## config.mk

```make
export PLATFORM = sky130hd
export DESIGN_NAME = transmitter_i2s_flat
export DESIGN_NICKNAME = d
export VERILOG_FILES = /design/src/rtl/transmitter_i2s_if.sv /design/src/rtl/transmitter_i2s.sv /design/src/flat_wrapper.sv
export SDC_FILE = /design/constraint.sdc
export NUM_CORES = 1
export LEC_CHECK = 0
export CAP_MARGIN = 25
export CORE_UTILIZATION = 55
export CTS_CLUSTER_SIZE = 40
export DETAILED_ROUTE_END_ITERATION = 6
export PLACE_DENSITY = 0.79
export SYNTH_ARGS = -nofsm -noshare
export SYNTH_HDL_FRONTEND = slang
export SYNTH_SLANG_ARGS = --single-unit
export TNS_END_PERCENT = 50
```

## constraint.sdc

```tcl
create_clock -name clk -period 2.7 [get_ports clk]
set_input_delay 0.675 -clock clk [delete_from_list [all_inputs] [get_ports clk]]
set_output_delay 0.675 -clock clk [all_outputs]
set_load 0.005 [all_outputs]
```

## src/rtl/transmitter_i2s_if.sv

```systemverilog
// Stereo sample handshake bundle between a sample source and the I2S transmitter.
// Latency: none (wires only).
// Backpressure: source holds data_valid and the pair until it sees data_ready at a clock edge.
//
// Signals:
//   left_data, right_data : stereo pair, two's complement, DATA_SIZE bits each
//   data_valid            : source has a pair on left_data/right_data
//   data_ready            : transmitter holding buffer is empty
interface transmitter_i2s_if #(
  parameter int DATA_SIZE = 24
) ();
  logic [DATA_SIZE-1:0] left_data;
  logic [DATA_SIZE-1:0] right_data;
  logic                 data_valid;
  logic                 data_ready;

  // Sample source side
  modport master (
    output left_data,
    output right_data,
    output data_valid,
    input  data_ready
  );

  // Transmitter side
  modport slave (
    input  left_data,
    input  right_data,
    input  data_valid,
    output data_ready
  );
endinterface

```

## src/rtl/transmitter_i2s.sv

```systemverilog
// I2S transmitter: 64-clk frame, 32 slots per channel, MSB first, one stereo pair buffered.
// Latency: an accepted pair's left MSB appears on i2s_sd at the next bit_cnt = 0 (1..64 clk).
// Backpressure: data_ready drops while the single holding buffer is full; it frees at frame start.
//
// Ports:
//   clk        : serial bit clock (SCK), the only clock
//   rst_n      : asynchronous active-low reset
//   bus        : transmitter_i2s_if.slave (left_data, right_data, data_valid, data_ready)
//   i2s_ws     : word select, 0 = left, 1 = right (registered)
//   i2s_sd     : serial data, MSB first (registered)
//   underrun   : one-cycle pulse at bit_cnt = 0 when a frame starts with no new pair
// Build option: define TRANSMITTER_I2S_REPEAT_EN to re-send the previous pair on underrun
// instead of sending silence.
module transmitter_i2s #(
  parameter int DATA_SIZE = 24
) (
  input  logic               clk,
  input  logic               rst_n,
  transmitter_i2s_if.slave   bus,
  output logic               i2s_ws,
  output logic               i2s_sd,
  output logic               underrun
);

  localparam logic [6:0] LEFT_END  = 7'(DATA_SIZE);
  localparam logic [6:0] RIGHT_END = 7'(32 + DATA_SIZE);

  logic [5:0]           bit_cnt;
  logic                 full;
  logic                 first_frame;
  logic [DATA_SIZE-1:0] hold_l, hold_r;
  logic [DATA_SIZE-1:0] left_sr, right_sr;
`ifdef TRANSMITTER_I2S_REPEAT_EN
  logic [DATA_SIZE-1:0] last_l, last_r;
`endif

  logic                 frame_end;
  logic                 accept;
  logic [5:0]           nxt_cnt;
  logic [6:0]           nxt_cnt7;
  logic [DATA_SIZE-1:0] load_l, load_r;
  logic [DATA_SIZE-1:0] left_sr_nxt, right_sr_nxt;
  logic                 sd_nxt;
  logic                 ws_nxt;

  assign frame_end      = (bit_cnt == 6'd63);
  assign accept         = bus.data_valid && !full;
  assign bus.data_ready = !full;

  // Outputs are computed for the count the next edge moves to, so the
  // registered i2s_sd/i2s_ws line up with bit_cnt during the following cycle.
  always_comb begin
    nxt_cnt      = bit_cnt + 6'd1;
    nxt_cnt7     = {1'b0, nxt_cnt};
    left_sr_nxt  = left_sr;
    right_sr_nxt = right_sr;
    sd_nxt       = 1'b0;

    if (full) begin
      load_l = hold_l;
      load_r = hold_r;
    end else begin
`ifdef TRANSMITTER_I2S_REPEAT_EN
      load_l = last_l;
      load_r = last_r;
`else
      load_l = '0;
      load_r = '0;
`endif
    end

    if (frame_end) begin
      // Left MSB goes out in the same edge that loads the frame.
      left_sr_nxt  = load_l;
      right_sr_nxt = load_r;
      sd_nxt       = load_l[DATA_SIZE-1];
    end else if (nxt_cnt7 < LEFT_END) begin
      // Remaining left bits: the bit below the current MSB, then shift.
      left_sr_nxt  = left_sr << 1;
      sd_nxt       = left_sr[DATA_SIZE-2];
    end else if (nxt_cnt7 == 7'd32) begin
      sd_nxt       = right_sr[DATA_SIZE-1];
    end else if ((nxt_cnt7 > 7'd32) && (nxt_cnt7 < RIGHT_END)) begin
      right_sr_nxt = right_sr << 1;
      sd_nxt       = right_sr[DATA_SIZE-2];
    end

    // WS leads each channel MSB by one clk: high for counts 31..62.
    ws_nxt = (nxt_cnt >= 6'd31) && (nxt_cnt != 6'd63);
  end

  always_ff @(posedge clk or negedge rst_n) begin
    if (!rst_n) begin
      bit_cnt     <= 6'd63;
      i2s_ws      <= 1'b0;
      i2s_sd      <= 1'b0;
      underrun    <= 1'b0;
      full        <= 1'b0;
      first_frame <= 1'b1;
      hold_l      <= '0;
      hold_r      <= '0;
      left_sr     <= '0;
      right_sr    <= '0;
`ifdef TRANSMITTER_I2S_REPEAT_EN
      last_l      <= '0;
      last_r      <= '0;
`endif
    end else begin
      bit_cnt  <= nxt_cnt;
      i2s_ws   <= ws_nxt;
      i2s_sd   <= sd_nxt;
      left_sr  <= left_sr_nxt;
      right_sr <= right_sr_nxt;
      // The first frame after reset never has a pair, so it is not an underrun.
      underrun <= frame_end && !full && !first_frame;
      if (frame_end) begin
        first_frame <= 1'b0;
      end

      // accept implies the buffer was empty, so it never races the drain below;
      // a pair arriving on the load edge itself is kept for the next frame.
      if (accept) begin
        hold_l <= bus.left_data;
        hold_r <= bus.right_data;
        full   <= 1'b1;
      end else if (frame_end && full) begin
        full   <= 1'b0;
      end

`ifdef TRANSMITTER_I2S_REPEAT_EN
      if (frame_end && full) begin
        last_l <= hold_l;
        last_r <= hold_r;
      end
`endif
    end
  end

endmodule
```

## src/flat_wrapper.sv

```systemverilog
// flat-port wrapper written by rule: the top's interface ports become plain ports
module transmitter_i2s_flat 
#(
  parameter int DATA_SIZE = 24
)
  (clk, rst_n, i2s_ws, i2s_sd, underrun, bus_left_data, bus_right_data, bus_data_valid, bus_data_ready);
  transmitter_i2s_if #(.DATA_SIZE(DATA_SIZE)) bus_i ();
  input  logic clk;
  input  logic rst_n;
  output logic i2s_ws;
  output logic i2s_sd;
  output logic underrun;
  input wire logic [$bits(bus_i.left_data)-1:0] bus_left_data;
  input wire logic [$bits(bus_i.right_data)-1:0] bus_right_data;
  input wire logic [$bits(bus_i.data_valid)-1:0] bus_data_valid;
  output wire logic [$bits(bus_i.data_ready)-1:0] bus_data_ready;
  assign bus_i.left_data = bus_left_data;
  assign bus_i.right_data = bus_right_data;
  assign bus_i.data_valid = bus_data_valid;
  assign bus_data_ready = bus_i.data_ready;
  transmitter_i2s #(.DATA_SIZE(DATA_SIZE)) u_core (.clk(clk), .rst_n(rst_n), .bus(bus_i), .i2s_ws(i2s_ws), .i2s_sd(i2s_sd), .underrun(underrun));
endmodule
```

==> impl_metrics.toml <==
[run_status]
status = "complete, no violations"

[floorplan]
rows = 33
ios = 55
initial_core_util = 0.5786
design.core.area_um2 = 8341
die_h_um = 95.67
die_area_um2 = 9153
die_w_um = 95.67

[drt]
avgRoutedWirePerCell_um = 16.84
drc = 0
drt_iter0_markers = 175
wirelength_um = 9464
via_per_inst = 5.842
ant_nets = 0
firstDrtPassIters = 4
dr_total_vias = 3283

[yosys]
synth_top_cell_by_area = "dfrtp_1"
yosysSeqAreaShare = 0.5515
async_reset_ff_frac = 1.000
ys_top_cells_by_count = "dfrtp_1, mux2_2, nand2_1"
synthCells = 403
synth-edff-count = 0
ys_top_cells_by_area = "dfrtp_1, mux2_2, dfstp_2"
yosys_register_bits = 106
synth.distinct_cells = 46
synth.top_cell.area_share = 0.5134
ys_warn_count = 0
synth_nets = 456
syn_avg_cell_area_um2 = 11.97
synth_top_flop_cell = "dfrtp_1"
yosysMostFrequentCell = "dfrtp_1"
syn_area_um2 = 4826

[worst_setup_path]
r2r_slack_ns = 0.12
end_kind = "flip-flop"
cp_max_fo = 11
cpPeakStageDelay_ns = 0.60
path_buf_inv = 0
r2r-end = "u_core.left_sr[5]"
rr_startpoint = "u_core.bit_cnt[1]"
cp.required_ns = 2.97
path_cells = "ha_1 > nand3_1 > and4_1 > or2_0 > o21ai_2 > mux2_2"
worst-setup-path-type = "flip-flop to flip-flop"
cp_slowest_cell = "dfstp_2"
startpoint_type = "flip-flop"
reg2regPathDepth = 6
worstPathArrival_ns = 2.85
cp_top_family = "simple AND/OR/NAND/NOR gates"

[grt]
track_usage = 0.2275
antenna_found_initial = 0
overflow = 0
grt_pass1_vias = 3197
grt_max_degree = 48
grt_pass1_wl_um = 15680

[clock_tree]
clkLatencyLatePin_ns = 0.38
cts_resized = 0
cts_sinks = 106
h-tree-depth = 3
cts_tree = "yes"
cts_setup_buffers = 0
cts_hold_buf = 0
numCtsBuffers = 9
cts.reportedPaths.clkPinSlew_ns = 0.10
clk_path_buf_depth = 2
root_buffer = "clkbuf_8"

[sta]
min_period_ns = 2.582
slew_headroom = 0.5785
setup-violations-final = 0
finalMaxSlewViolations = 0
skew_ns = 0.01926
period_share = 0.9563
hold_viol = 0
rsz0062_at_grt = "yes"
worst_slew_pin_slew_ns = 0.6321
fin_setup_tns_ns = 0
max_freq_ghz = 0.3873

[power]
p_per_area_nw_per_um2 = 501.7
p_leak_nw = 2.547
peakVddDrop_v = 0.0003964

[placed_design]
io_buffers = 54
place.detailed.hpwl_um = 6285
dpl.cell_count = 545
place.gp.congestion = 0.7666

[run]
timing.max_cap.violations = 0

[final_layout]
drive_above_1_share = 0.2648
n_antenna_cell = 0
regArea_um2 = 2661
final_cells = 562
syn2layout_area_growth_pct = 17.55
multi_input_area_um2 = 2002
fin_nets = 505
fill_cells = 608

[worst_hold_path]
hold_path_class = "input pin to async pin"
registers in the layout, summed over array words and instances (netlist names):
name,count
u_core.bit_cnt,6
u_core.first_frame,1
u_core.full,1
u_core.hold_l,24
u_core.hold_r,24
u_core.i2s_sd,1
u_core.i2s_ws,1
u_core.left_sr,23
u_core.right_sr,24
u_core.underrun,1
placed cells by master, fill, tap and decap left out, types with 9 or more instances in the layout:
cell type	netlist	routed
buf_4	1	12
nand2_1	48	48
nand3_1	34	33
a221o_1	18	18
dfrtp_1	99	99
and2_1	21	21
mux2_2	70	70
a21boi_0	15	15
clkbuf_8	0	9
clkdlybuf4s50_1	0	53
power breakdown:
part	internal, mW	switching, mW	leakage, nW
combinational	0.126	0.0597	1.08
sequential	1.67	0.0505	1.37
clock	0.360	0.578	0.0926
kinds of logic after synthesis:
logic type	count (synthesis)	synth area share
AOI/OAI and AO/OA	56	0.09489
xor gates and xnor gates	4	0.007261
adders and majority gates	2	0.005185
buffers and inverters	36	0.03915
DFF	106	0.5515
muxes	70	0.1633
and+or+nand+nor	129	0.1387
how the worst max path moves through the flow:
stage | from | to | slack (ns) | cells after the start
2_1_floorplan | u_core.bit_cnt[1] | u_core.left_sr[10] | 0.46 | 8
6_report | u_core.bit_cnt[1] | u_core.left_sr[5] | 0.12 | 6
5_1_grt | u_core.bit_cnt[0] | u_core.left_sr[21] | 0.0008 | 6
3_3_place_gp | u_core.bit_cnt[1] | u_core.left_sr[9] | 0.22 | 6
3_5_place_dp | u_core.bit_cnt[1] | u_core.left_sr[9] | 0.13 | 6
4_1_cts | u_core.bit_cnt[0] | u_core.left_sr[11] | 0.09 | 6
metal layers:
layer,GRT usage,vias up,wire length [µm]
met1,0.3104,1664,4186
met4,0.06468,0,161
li1,-,1524,-
met3,0.05901,14,441
met2,0.3601,81,4674
met5,0,-,0
stage by stage:
step / hold slack (ns) / instance area (µm²) / utilization / power (mW) / setup slack (ns)
finish: 0.2846 / 5673 / 0.6802 / 2.846 / 0.1180
floorplan: 0.3794 / 4826 / - / 1.804 / 0.4612
global placement: 0.4810 / 5469 / 0.6557 / 1.930 / 0.2181
global route: 0.3131 / 5673 / 0.6802 / 2.968 / 0.0008116
detailed placement: 0.4932 / 5469 / 0.6557 / 1.943 / 0.1284
CTS: 0.3026 / 5664 / 0.6791 / 2.872 / 0.08721
final cells by class:
class	count	area share
sequential	106	0.4691
multi-input combinational	262	0.3529
timing repair buffer	67	0.1165
tap	105	0.02316
clock buffer	9	0.02184
clock inverter	7	0.01257
inverter	6	0.003970
(Power assumes the default switching activity.)
